--- config.mk ---
export PLATFORM = sky130hd
export DESIGN_NAME = numpad_scan_ctrl
export DESIGN_NICKNAME = d
export VERILOG_FILES = /design/src/rtl/numpad_scan_ctrl.sv
export SDC_FILE = /design/constraint.sdc
export NUM_CORES = 1
export LEC_CHECK = 0
export CAP_MARGIN = 20
export CORE_MARGIN = 2
export CORE_UTILIZATION = 31
export CTS_BUF_LIST = sky130_fd_sc_hd__clkbuf_8 sky130_fd_sc_hd__clkbuf_16
export DETAILED_ROUTE_END_ITERATION = 8
export RECOVER_POWER = 50
export SETUP_SLACK_MARGIN = 0.3
export SYNTH_ARGS = -nofsm -noshare
export SYNTH_HDL_FRONTEND = slang
export SYNTH_SLANG_ARGS = --single-unit
--- constraint.sdc ---
create_clock -name clock -period 6.1 [get_ports clock]
set_clock_uncertainty 0.1 [all_clocks]
set_input_delay 0.61 -clock clock [delete_from_list [all_inputs] [get_ports clock]]
set_output_delay 0.61 -clock clock [all_outputs]
set_load 0.005 [all_outputs]
--- src/rtl/numpad_scan_ctrl.sv ---
// numpad_scan_ctrl: 4x4 keypad column scanner with row debounce and a key-code queue.
// Latency: rows pass a 2-flop synchroniser and are sampled once per SETTLE_CYCLES; key_valid rises the clock after a push.
// Backpressure: valid/ready FIFO toward the core; a confirmed key arriving while the queue is full is dropped and flagged on overflow.
// Optional build macro NUMPAD_AUTOREPEAT_EN adds held-key auto-repeat (REPEAT_DELAY / REPEAT_RATE in sample ticks).
module numpad_scan_ctrl #(
   parameter int SETTLE_CYCLES    = 8,
   parameter int DEBOUNCE_SAMPLES = 4,
   parameter int FIFO_DEPTH       = 4
`ifdef NUMPAD_AUTOREPEAT_EN
   ,
   parameter int REPEAT_DELAY     = 32,
   parameter int REPEAT_RATE      = 8
`endif
) (
   input  logic                        clock,
   input  logic                        reset_n,
   input  logic [3:0]                  rows,
   output logic [3:0]                  columns,
   output logic                        key_valid,
   output logic [3:0]                  key_code,
   input  logic                        key_ready,
   output logic                        overflow,
   output logic [$clog2(FIFO_DEPTH):0] fifo_count
);

   localparam int SW = $clog2(SETTLE_CYCLES);
   localparam int PW = $clog2(FIFO_DEPTH);

   localparam logic [SW-1:0] SETTLE_LAST = SW'(SETTLE_CYCLES - 1);
   localparam logic [SW-1:0] SETTLE_ONE  = SW'(1);
   // Counter value whose increment reaches DEBOUNCE_SAMPLES.
   localparam logic [3:0]    DEB_LAST    = 4'(DEBOUNCE_SAMPLES - 1);
   localparam logic [PW:0]   DEPTH_L     = (PW+1)'(FIFO_DEPTH);
   localparam logic [PW:0]   CNT_ONE     = (PW+1)'(1);
   localparam logic [PW-1:0] PTR_ONE     = PW'(1);

   localparam logic [1:0] ST_SCAN     = 2'd0;
   localparam logic [1:0] ST_DEBOUNCE = 2'd1;
   localparam logic [1:0] ST_HELD     = 2'd2;

   // Synchroniser and scan state
   logic [3:0]    rows_meta_q, rows_sync_q;
   logic [SW-1:0] settle_q, settle_d;
   logic [1:0]    state_q, state_d;
   logic [1:0]    col_q, col_d;
   logic [3:0]    columns_q, columns_d;
   logic [3:0]    cand_q, cand_d;
   logic [3:0]    deb_cnt_q, deb_cnt_d;
   logic [3:0]    rel_cnt_q, rel_cnt_d;

   logic          tick;
   logic          row_single;
   logic [1:0]    row_idx;
   logic          push;
   logic          advance;

`ifdef NUMPAD_AUTOREPEAT_EN
   localparam logic [15:0] REP_DELAY_L = 16'(REPEAT_DELAY);
   localparam logic [15:0] REP_RATE_L  = 16'(REPEAT_RATE);
   logic [15:0]   rep_cnt_q, rep_cnt_d;
   logic          rep_phase_q, rep_phase_d;   // 0: waiting for first repeat, 1: repeating at RATE
   logic [15:0]   rep_nxt;
`endif

   // FIFO state
   logic [3:0]    mem_q [FIFO_DEPTH];
   logic [3:0]    mem_d [FIFO_DEPTH];
   logic [PW-1:0] wr_ptr_q, wr_ptr_d;
   logic [PW-1:0] rd_ptr_q, rd_ptr_d;
   logic [PW:0]   count_q, count_d;
   logic          ovf_q, ovf_d;
   logic          pop;
   logic          full;
   logic          wr_en;

   // Two-flop synchroniser for the asynchronous row lines
   always_ff @(posedge clock or negedge reset_n) begin
      if (!reset_n) begin
         rows_meta_q <= 4'd0;
         rows_sync_q <= 4'd0;
      end else begin
         rows_meta_q <= rows;
         rows_sync_q <= rows_meta_q;
      end
   end

   // Row classification: a single set bit is a key, zero or ghosted multi-bit is "none"
   always_comb begin
      row_single = 1'b0;
      row_idx    = 2'd0;
      case (rows_sync_q)
         4'b0001: begin row_single = 1'b1; row_idx = 2'd0; end
         4'b0010: begin row_single = 1'b1; row_idx = 2'd1; end
         4'b0100: begin row_single = 1'b1; row_idx = 2'd2; end
         4'b1000: begin row_single = 1'b1; row_idx = 2'd3; end
         default: begin row_single = 1'b0; row_idx = 2'd0; end
      endcase
   end

   // Column changes only happen on a tick, so wrapping the counter there also restarts settling
   assign tick     = (settle_q == SETTLE_LAST);
   assign settle_d = tick ? '0 : settle_q + SETTLE_ONE;

   // Scan / debounce / held sequencer, evaluated once per sample tick
   always_comb begin
      state_d   = state_q;
      cand_d    = cand_q;
      deb_cnt_d = deb_cnt_q;
      rel_cnt_d = rel_cnt_q;
      push      = 1'b0;
      advance   = 1'b0;
`ifdef NUMPAD_AUTOREPEAT_EN
      rep_cnt_d   = rep_cnt_q;
      rep_phase_d = rep_phase_q;
      rep_nxt     = rep_cnt_q + 16'd1;
`endif
      if (tick) begin
         case (state_q)
            ST_SCAN: begin
               if (row_single) begin
                  cand_d = {col_q, row_idx};
                  if (DEB_LAST == 4'd0) begin
                     push      = 1'b1;
                     state_d   = ST_HELD;
                     rel_cnt_d = 4'd0;
`ifdef NUMPAD_AUTOREPEAT_EN
                     rep_cnt_d   = 16'd0;
                     rep_phase_d = 1'b0;
`endif
                  end else begin
                     deb_cnt_d = 4'd1;
                     state_d   = ST_DEBOUNCE;
                  end
               end else begin
                  advance = 1'b1;
               end
            end
            ST_DEBOUNCE: begin
               if (row_single && (row_idx == cand_q[1:0])) begin
                  if (deb_cnt_q == DEB_LAST) begin
                     push      = 1'b1;
                     state_d   = ST_HELD;
                     rel_cnt_d = 4'd0;
`ifdef NUMPAD_AUTOREPEAT_EN
                     rep_cnt_d   = 16'd0;
                     rep_phase_d = 1'b0;
`endif
                  end else begin
                     deb_cnt_d = deb_cnt_q + 4'd1;
                  end
               end else begin
                  state_d = ST_SCAN;
                  advance = 1'b1;
               end
            end
            ST_HELD: begin
               if (row_single) begin
                  rel_cnt_d = 4'd0;
               end else if (rel_cnt_q == DEB_LAST) begin
                  rel_cnt_d = 4'd0;
                  state_d   = ST_SCAN;
                  advance   = 1'b1;
               end else begin
                  rel_cnt_d = rel_cnt_q + 4'd1;
               end
`ifdef NUMPAD_AUTOREPEAT_EN
               if (row_single && (row_idx == cand_q[1:0])) begin
                  if (rep_nxt == (rep_phase_q ? REP_RATE_L : REP_DELAY_L)) begin
                     push        = 1'b1;
                     rep_cnt_d   = 16'd0;
                     rep_phase_d = 1'b1;
                  end else begin
                     rep_cnt_d = rep_nxt;
                  end
               end else begin
                  rep_cnt_d   = 16'd0;
                  rep_phase_d = 1'b0;
               end
`endif
            end
            default: begin
               state_d = ST_SCAN;
            end
         endcase
      end
      col_d     = advance ? col_q + 2'd1 : col_q;
      columns_d = 4'b0001 << col_d;
   end

   // Sequencer registers
   always_ff @(posedge clock or negedge reset_n) begin
      if (!reset_n) begin
         settle_q  <= '0;
         state_q   <= ST_SCAN;
         col_q     <= 2'd0;
         columns_q <= 4'b0001;
         cand_q    <= 4'd0;
         deb_cnt_q <= 4'd0;
         rel_cnt_q <= 4'd0;
      end else begin
         settle_q  <= settle_d;
         state_q   <= state_d;
         col_q     <= col_d;
         columns_q <= columns_d;
         cand_q    <= cand_d;
         deb_cnt_q <= deb_cnt_d;
         rel_cnt_q <= rel_cnt_d;
      end
   end

`ifdef NUMPAD_AUTOREPEAT_EN
   // Auto-repeat registers
   always_ff @(posedge clock or negedge reset_n) begin
      if (!reset_n) begin
         rep_cnt_q   <= 16'd0;
         rep_phase_q <= 1'b0;
      end else begin
         rep_cnt_q   <= rep_cnt_d;
         rep_phase_q <= rep_phase_d;
      end
   end
`endif

   // FIFO control: a pop in the same cycle frees the slot a full-queue push needs
   assign pop   = key_ready && (count_q != '0);
   assign full  = (count_q == DEPTH_L);
   assign wr_en = push && (!full || pop);

   // FIFO next-state: storage, pointers, occupancy and drop flag
   always_comb begin
      mem_d = mem_q;
      if (wr_en) begin
         mem_d[wr_ptr_q] = cand_d;
      end
      wr_ptr_d = wr_en ? wr_ptr_q + PTR_ONE : wr_ptr_q;
      rd_ptr_d = pop   ? rd_ptr_q + PTR_ONE : rd_ptr_q;
      count_d  = count_q;
      if (wr_en && !pop) begin
         count_d = count_q + CNT_ONE;
      end else if (!wr_en && pop) begin
         count_d = count_q - CNT_ONE;
      end
      ovf_d = push && full && !pop;
   end

   // FIFO registers
   always_ff @(posedge clock or negedge reset_n) begin
      if (!reset_n) begin
         for (int i = 0; i < FIFO_DEPTH; i++) begin
            mem_q[i] <= 4'd0;
         end
         wr_ptr_q <= '0;
         rd_ptr_q <= '0;
         count_q  <= '0;
         ovf_q    <= 1'b0;
      end else begin
         mem_q    <= mem_d;
         wr_ptr_q <= wr_ptr_d;
         rd_ptr_q <= rd_ptr_d;
         count_q  <= count_d;
         ovf_q    <= ovf_d;
      end
   end

   assign columns    = columns_q;
   assign key_valid  = (count_q != '0);
   assign key_code   = mem_q[rd_ptr_q];
   assign overflow   = ovf_q;
   assign fifo_count = count_q;

endmodule

* Yosys cells after proc, flatten, opt, wreduce, memory -nomap -nowiden
Index checks and enable logic that the tools add are counted.
** Word-level totals
- Register bits after elaboration :: 55
- Input port bits :: 7
- Output and inout port bits :: 13
- Word-level logic and storage cells :: 110
** Operators by class
- Add/subtract/negate cells :: 8
- Magnitude comparators :: 3
- Eq/ne operators :: 18
- Shift operators :: 1
- Multiplexer cells :: 40
- Bitwise operators :: 2
- Reduce and logical (&&, ||, !) cells :: 21
** Operators with widths (count)
- $mux 4 :: 13
- $bwmux 16 :: 1
- $pmux 4 s2 :: 2
- $eq 4x2->1 const B :: 3
- $mux 2 :: 6
- $ne 2x2->1 const B :: 6
- $pmux 2 s3 :: 2
- $mux 1 :: 10
- $reduce_and 5->1 :: 2
- $mux 3 :: 3
- $add 4x1->4 const B :: 2
- $bmux 4 s2 :: 1
- $demux 4 s2 :: 1
- $logic_and 1x1->1 :: 8
- $add 2x1->2 const B :: 3
- $add 3x1->3 const B :: 2
- $eq 3x3->1 const B :: 2
- $ge 3x3->1 const B :: 2
- $not 2->3 :: 2
- $reduce_bool 2->1 :: 3
- $eq 4x1->1 const B :: 1
- $eq 4x3->1 const B :: 1
- $eq 4x4->1 const B :: 1
- $reduce_and 4->1 :: 1
- other kinds (13) :: 15

* Longest topological paths before layout
Gate-level depths: netlist of the first run.
- Word-level depth :: 12
- Depth in mapped cells :: 14
- Depth with buffers taken out :: 13

* Worst setup path after synthesis of the first run
No wires, ideal clock.
- Kind :: register to register
- From :: register settle_q[0]
- To :: register count_q[2] (netlist: fifo_count[2])
- Setup time :: 0.079 ns
- Data arrival time :: 2.466 ns
- Data required time :: 5.921 ns
- Path slack :: 3.455 ns
- Cell stages (with the launch flop) :: 15
- Buffers on the path :: 1
- Clock period less this slack :: 2.645 ns
- Path through :: dfrtp_1 -> ha_1 -> ha_1 -> and2b_1 -> buf_4 -> nand2_1 -> nor2_1 -> nand2_1 -> inv_1 -> ha_1 -> inv_1 -> fa_1 -> xor2_1 -> nor2_1 -> xor2_1
** Between the ends
- Word-level cells in the longest chain between the ends :: 6
- Elaborated cells between the ends (all ways) :: 8
- Classes of those cells :: eq/ne: 1; mux: 2; reduce/logical: 5
** Ends and longest elaborated chain
- start, declared :: RTL line 43 : logic [SW-1:0] settle_q, settle_d;
- start signal, assigned :: RTL line 201 : settle_q <= settle_d;
- $eq 3x3->1 * :: RTL line 101 : assign tick = (settle_q == SETTLE_LAST);
- $mux 1 * :: RTL line 117 : if (tick) begin
- $logic_and 1x1->1 * :: RTL line 227 : assign wr_en = push && (!full || pop);
- via wr_en :: RTL line 74 : logic wr_en;
- $logic_not 1->1 :: RTL line 240 : end else if (!wr_en && pop) begin
- $logic_and 1x1->1 :: RTL line 240
- $reduce_bool 2->1 (no line)
- end signal, assigned :: RTL line 260 : count_q <= count_d;
- end, declared :: RTL line 70 : logic [PW:0] count_q, count_d;
Mark *: on every way through the listed nets, which the timed path passes. The rest lies on a longest branch.
A chain may end at the register's enable or synchronous reset.

==> results_dict.tcl, run 1 <==
set metrics [dict create \
    overflow 0 \
    crit_type "in2async" \
    cp_top_family "buffers and inverters" \
    min_path_type "reg2reg" \
    nets 256 \
    vdd_ir_drop_max_mv 0.194 \
    post_cts_buffers 0 \
    outcome "finished, violations left" \
    grt_max_degree 56 \
    root_buffer "clkbuf_8" \
    ys_seq_area_share_pct 51.0 \
    num_rows 34 \
    ys_warn_count 0 \
    antenna_found_initial 0 \
    cts_tree "yes" \
    htreeDepth 2 \
    p_leak_nw 1.30 \
    via_count 1734 \
    path_buf_inv 2 \
    route.detailed.drc 0 \
    arrival_ps 2750 \
    synth_cells 220 \
    finalHoldViolations 0 \
    cts-buffers-inserted 5 \
    pin_count 20 \
    max_freq_mhz 329 \
    whs_ps 257 \
    die_h_um 97.3 \
    routed_via_density 4.98 \
    synthArstFlopShare_pct 100 \
    setup_tns_ps 0 \
    crit_path_top_delay_cell "clkbuf_1" \
    synth.net_count 237 \
    initial_core_util_pct 31.4 \
    ctsHoldBuffers 0 \
    max_stage_delay_ps 2010 \
    synthFlopType "dfrtp_1" \
    crit_fanout 55 \
    syn-cell-area_um2 2700 \
    max_cap_violations 1 \
    syn_area_per_cell_um2 12.3 \
    post-route-period-util_pct 49.9 \
    path_cells "buf_2 -> clkbuf_1" \
    ys_seq_elements 55 \
    die_w_um 97.3 \
    post_cts_resized 0 \
    antenna_cells 0 \
    area_growth_pct 13.7 \
    utilization_pct 35.7 \
    drtIter0Drc 58 \
    slew_viol_final 56 \
    p_total_mw 0.885 \
    violations "capacitance limit, slew limit" \
    layout-drive-gt1-share_pct 17.9 \
    insertion_delay_ps 300 \
    p_per_area_nw_per_um2 288 \
    hpwl_mm 3.41 \
    dieArea_um2 9470 \
    clk_pin_slew_ps 100 \
    core_um2 8590 \
    pre_cts_ws_ps 3060 \
    clockBufferDepth 2 \
    synth_cell_type_count 55 \
    crit_required_ps 5800 \
    start_kind "input port" \
    synth-edff-count 0 \
    cts.sinks 55 \
    fillers 851 \
    first_pass_iters 4 \
    period_needed_ps 3040 \
    ant_nets 0 \
    endpoint_kind "asynchronous set/reset pin" \
    io_buffers 19 \
    setup_ws_ps 3060 \
    wire_per_inst_um 13.8 \
    grt_pass1_wl_mm 8.45 \
    place.gp.congestion 0.718 \
    grt_pass1_vias 1685 \
    track_usage_pct 10.8 \
    rsz0062_at_grt "no" \
    final-setup-viol-count 0 \
    tightestPinTransition_ps 2880 \
    relSlewSlack_pct -91.8 \
    wl_mm 4.79 \
]
-- routing by layer --
layer,vias to the layer above,global-route usage [%],wire [um]
met4,0,2.67,18
met2,27,17.1,2270
met5,-,0,0
met3,2,2.59,159
met1,866,14.9,2350
li1,839,-,-
-- power by group --
part	total [mW]	switching [mW]	internal, mW	leakage [nW]
logic	0.187	0.0726	0.114	0.536
registers	0.485	0.0671	0.418	0.717
clock network	0.213	0.120	0.0931	0.0516
-- flip-flops by register name, summed over array words and instances (netlist names), 3 cells and up --
| register | count |
|---|---|
| settle_q | 3 |
| columns | 4 |
| rel_cnt_q | 4 |
| cand_q | 4 |
| deb_cnt_q | 4 |
| rows_meta_q | 4 |
| rows_sync_q | 4 |
| fifo_count | 3 |
| mem_q | 16 |
-- layout by cell type, fill, tap and decap left out, types with 5 or more instances in the layout --
master,count
clkbuf_8,6
mux2i_1,5
ha_1,9
nand3_1,9
mux2_2,18
clkdlybuf4s50_1,14
xor2_1,5
dfrtp_1,54
a21oi_1,6
nor4b_1,5
inv_1,9
xnor2_1,5
nor3b_1,5
nor2_1,9
nand2_1,16
-- cells in the mapped netlist (4+ instances only) --
cell,number,area share (%)
mux2_2,18,7.5
nor4b_1,5,1.6
nand3_1,9,1.7
nor3_1,4,0.74
mux2i_1,5,1.9
a21oi_1,6,1.1
inv_1,9,1.3
nand2_1,16,2.2
dfrtp_1,54,50
xor2_1,5,1.6
xnor2_1,5,1.6
nor2_1,9,1.3
nor3b_1,5,1.4
mux4_2,4,3.3
ha_1,9,4.2
o21ai_0,4,0.74
-- path summary, 6_finish.rpt --
| kind | from | slack, ps | depth (start not counted) | end |
|---|---|---|---|---|
| setup / recovery | reset_n | 3060 | 2 | rel_cnt_q[1] |
| hold / removal | rows_meta_q[2] | 260 | 0 | rows_sync_q[2] |
| setup reg to reg | settle_q[0] | 3090 | 13 | fifo_count[2] |
| hold reg to reg | rows_meta_q[2] | 260 | 0 | rows_sync_q[2] |
| max in group clock | settle_q[0] | 3090 | 13 | fifo_count[2] |
| min in group asynchronous | reset_n | 1200 | 2 | mem_q[6] |
-- cells by family (layout without fill, tap and decap cells) --
group | Yosys count | after routing | share of synthesized area [%]
and+or+nand+nor | 63 | 63 | 13.0
buffers and inverters | 17 | 37 | 3.15
DFF | 55 | 55 | 51.0
muxes | 29 | 29 | 13.8
AOI/OAI and AO/OA | 36 | 36 | 10.9
xor gates and xnor gates | 10 | 10 | 3.24
adders and majority gates | 10 | 10 | 4.91
-- per-stage QoR --
step,instances,area (um2)
3_5_place_dp,340,2980
4_1_cts,348,3070
3_3_place_gp,340,2980
6_report,348,3070
2_1_floorplan,220,2700
5_1_grt,348,3070
-- layout make-up --
| type | instances | area, um2 | area share (%) |
|---|---|---|---|
| clock inverter | 2 | 13.8 | 0.448 |
| tap | 108 | 135 | 4.40 |
| multi-input combinational | 148 | 1240 | 40.3 |
| inverter | 9 | 33.8 | 1.10 |
| sequential | 55 | 1380 | 44.9 |
| clock buffer | 6 | 82.6 | 2.69 |
| timing repair buffer | 20 | 189 | 6.16 |
No activity file was read; power rests on OpenSTA's default activity.
==> run 2: changes to the inputs <==
==> constraint.sdc (replaced) <==
create_clock -name clock -period 3.15 [get_ports clock]
set_clock_uncertainty 0.1 [all_clocks]
set_input_delay 0.315 -clock clock [delete_from_list [all_inputs] [get_ports clock]]
set_output_delay 0.315 -clock clock [all_outputs]
set_load 0.005 [all_outputs]
==> run 2 against run 1 <==
Effect of this change:
- via count rose by 1.2%
- global-route usage fell by 0.22 points
- the run still ends with capacitance limit, slew limit left
- critical path depth rose by 7
- highest routed layer unchanged
- clock-buffer cell count did not move
- register-to-register slack got worse by 2600 ps
- sequential share of layout area fell by 0.84 points
- non-clock buffer count rose by 5
- critical endpoint is now fifo_count[1]
- cell count rose by 1.4%
- clock power rose by 92%
- critical path type is now reg2reg
- die area did not move
==> results_dict.tcl, run 2 (synthesis gave the netlist of run 1 again) <==
set metrics [dict create \
    pin_count 20 \
    crit_top_cell "inv_1" \
    layout-drive-gt1-share_pct 20.4 \
    core_um2 8590 \
    clockBufferDepth 2 \
    crit_start "rows_sync_q[3]" \
    min_path_type "reg2reg" \
    place.gp.congestion 0.730 \
    p_per_area_nw_per_um2 546 \
    overflow 0 \
    regMostFlops "mem_q" \
    crit_path_top_delay_cell "dfrtp_1" \
    rsz0062_at_grt "no" \
    ant_nets 0 \
    ff2ff_path_depth 9 \
    clk_pin_slew_ps 90 \
    final_common_cell "dfrtp_1" \
    setup_ws_ps 452 \
    crit_type "reg2reg" \
    dieArea_um2 9470 \
    finalHoldViolations 0 \
    relSlewSlack_pct -10.0 \
    track_usage_pct 10.5 \
    slew_viol_final 32 \
    cts.sinks 55 \
    layout_common_cells "dfrtp_1, mux2_2, nand2_1, inv_1, clkdlybuf4s50_1" \
    route.detailed.drc 0 \
    path_cells "and3b_1 -> o21ai_0 -> a21boi_2 -> nand2_1 -> inv_1 -> ha_1 -> inv_1 -> fa_1 -> mux2_2" \
    grt_max_degree 32 \
    insertion_delay_ps 300 \
    max_freq_mhz 371 \
    routed_via_density 4.97 \
    num_rows 34 \
    max_cap_violations 1 \
    r2r_start "rows_sync_q[3]" \
    endpoint_kind "flip-flop" \
    die_h_um 97.3 \
    post-route-period-util_pct 85.7 \
    vdd_ir_drop_max_mv 0.369 \
    cts_tree "yes" \
    die_w_um 97.3 \
    violations "capacitance limit, slew limit" \
    hold_end "rows_sync_q[1]" \
    first_pass_iters 4 \
    grt_pass1_wl_mm 8.25 \
    antenna_cells 0 \
    start_kind "flip-flop" \
    grt_pass1_vias 1722 \
    path_buf_inv 2 \
    utilization_pct 36.4 \
    initial_core_util_pct 31.4 \
    tightestPinTransition_ps 1650 \
    hpwl_mm 3.53 \
    wire_per_inst_um 13.8 \
    nets 261 \
    max_stage_delay_ps 530 \
    holdPathStages 0 \
    r2r-end "fifo_count[1]" \
    largest_register_ffs 16 \
    wl_mm 4.89 \
    cts-buffers-inserted 5 \
    p_leak_nw 1.35 \
    area_growth_pct 15.8 \
    antenna_found_initial 0 \
    period_needed_ps 2700 \
    root_buffer "clkbuf_8" \
    final-setup-viol-count 0 \
    r2r_slack_ps 450 \
    setup_tns_ps 0 \
    outcome "finished, violations left" \
    crit_fanout 12 \
    hp-start "rows_meta_q[1]" \
    drtIter0Drc 43 \
    arrival_ps 2790 \
    crit_required_ps 3240 \
    htreeDepth 2 \
    cp_top_family "adder cells" \
    p_total_mw 1.71 \
    io_buffers 19 \
    pre_cts_ws_ps 252 \
    via_count 1755 \
]
[run 2: repair_timing]
| item | CTS | global route |
|---|---|---|
| buffers inserted | 0 | 1 |
| hold buffers | 1 | 0 |
| endpoints found under the setup margin | 2 | 2 |
| resized for setup | 1 | 5 |
| hold endpoints to repair | 30 | 0 |
[run 2: routing by layer]
metal	global-route usage [%]	vias to the layer above	share of wire [%]
li1	-	848	-
met4	2.99	0	1.2
met3	2.37	6	3.5
met2	17.6	26	47
met1	13.8	875	48
met5	0	-	0
[run 2: cell type report]
| class | count | area, um2 |
|---|---|---|
| Fill cell | 851 | 5470 |
| Sequential cell | 55 | 1380 |
| Multi-Input combinational cell | 148 | 1260 |
| Timing Repair Buffer | 25 | 229 |
| Tap cell | 108 | 135 |
| Clock buffer | 6 | 82.6 |
| Inverter | 9 | 33.8 |
| Clock inverter | 2 | 12.5 |
[run 2: stage by stage]
step | hold WS, ps | area [um2] | cells
global route | 264 | 3130 | 353
global placement | 234 | 3000 | 343
finish | 254 | 3130 | 353
floorplan | -80.6 | 2700 | 220
CTS | 257 | 3110 | 352
detailed placement | 235 | 3000 | 343
[run 2: power by group]
group | internal, mW | leakage [nW] | switching, mW
clock | 0.179 | 0.0530 | 0.229
sequential | 0.809 | 0.717 | 0.127
combinational | 0.219 | 0.575 | 0.145
total | 1.21 | 1.35 | 0.500
[run 2: worst max-delay path by stage]
stage | endpoint | slack, ps | depth (start not counted)
floorplan | fifo_count[2] | 510 | 14
global placement | fifo_count[2] | 340 | 13
detailed placement | fifo_count[2] | 250 | 13
CTS | fifo_count[2] | 300 | 13
global route | cand_q[1] | 190 | 3
finish | fifo_count[1] | 450 | 9
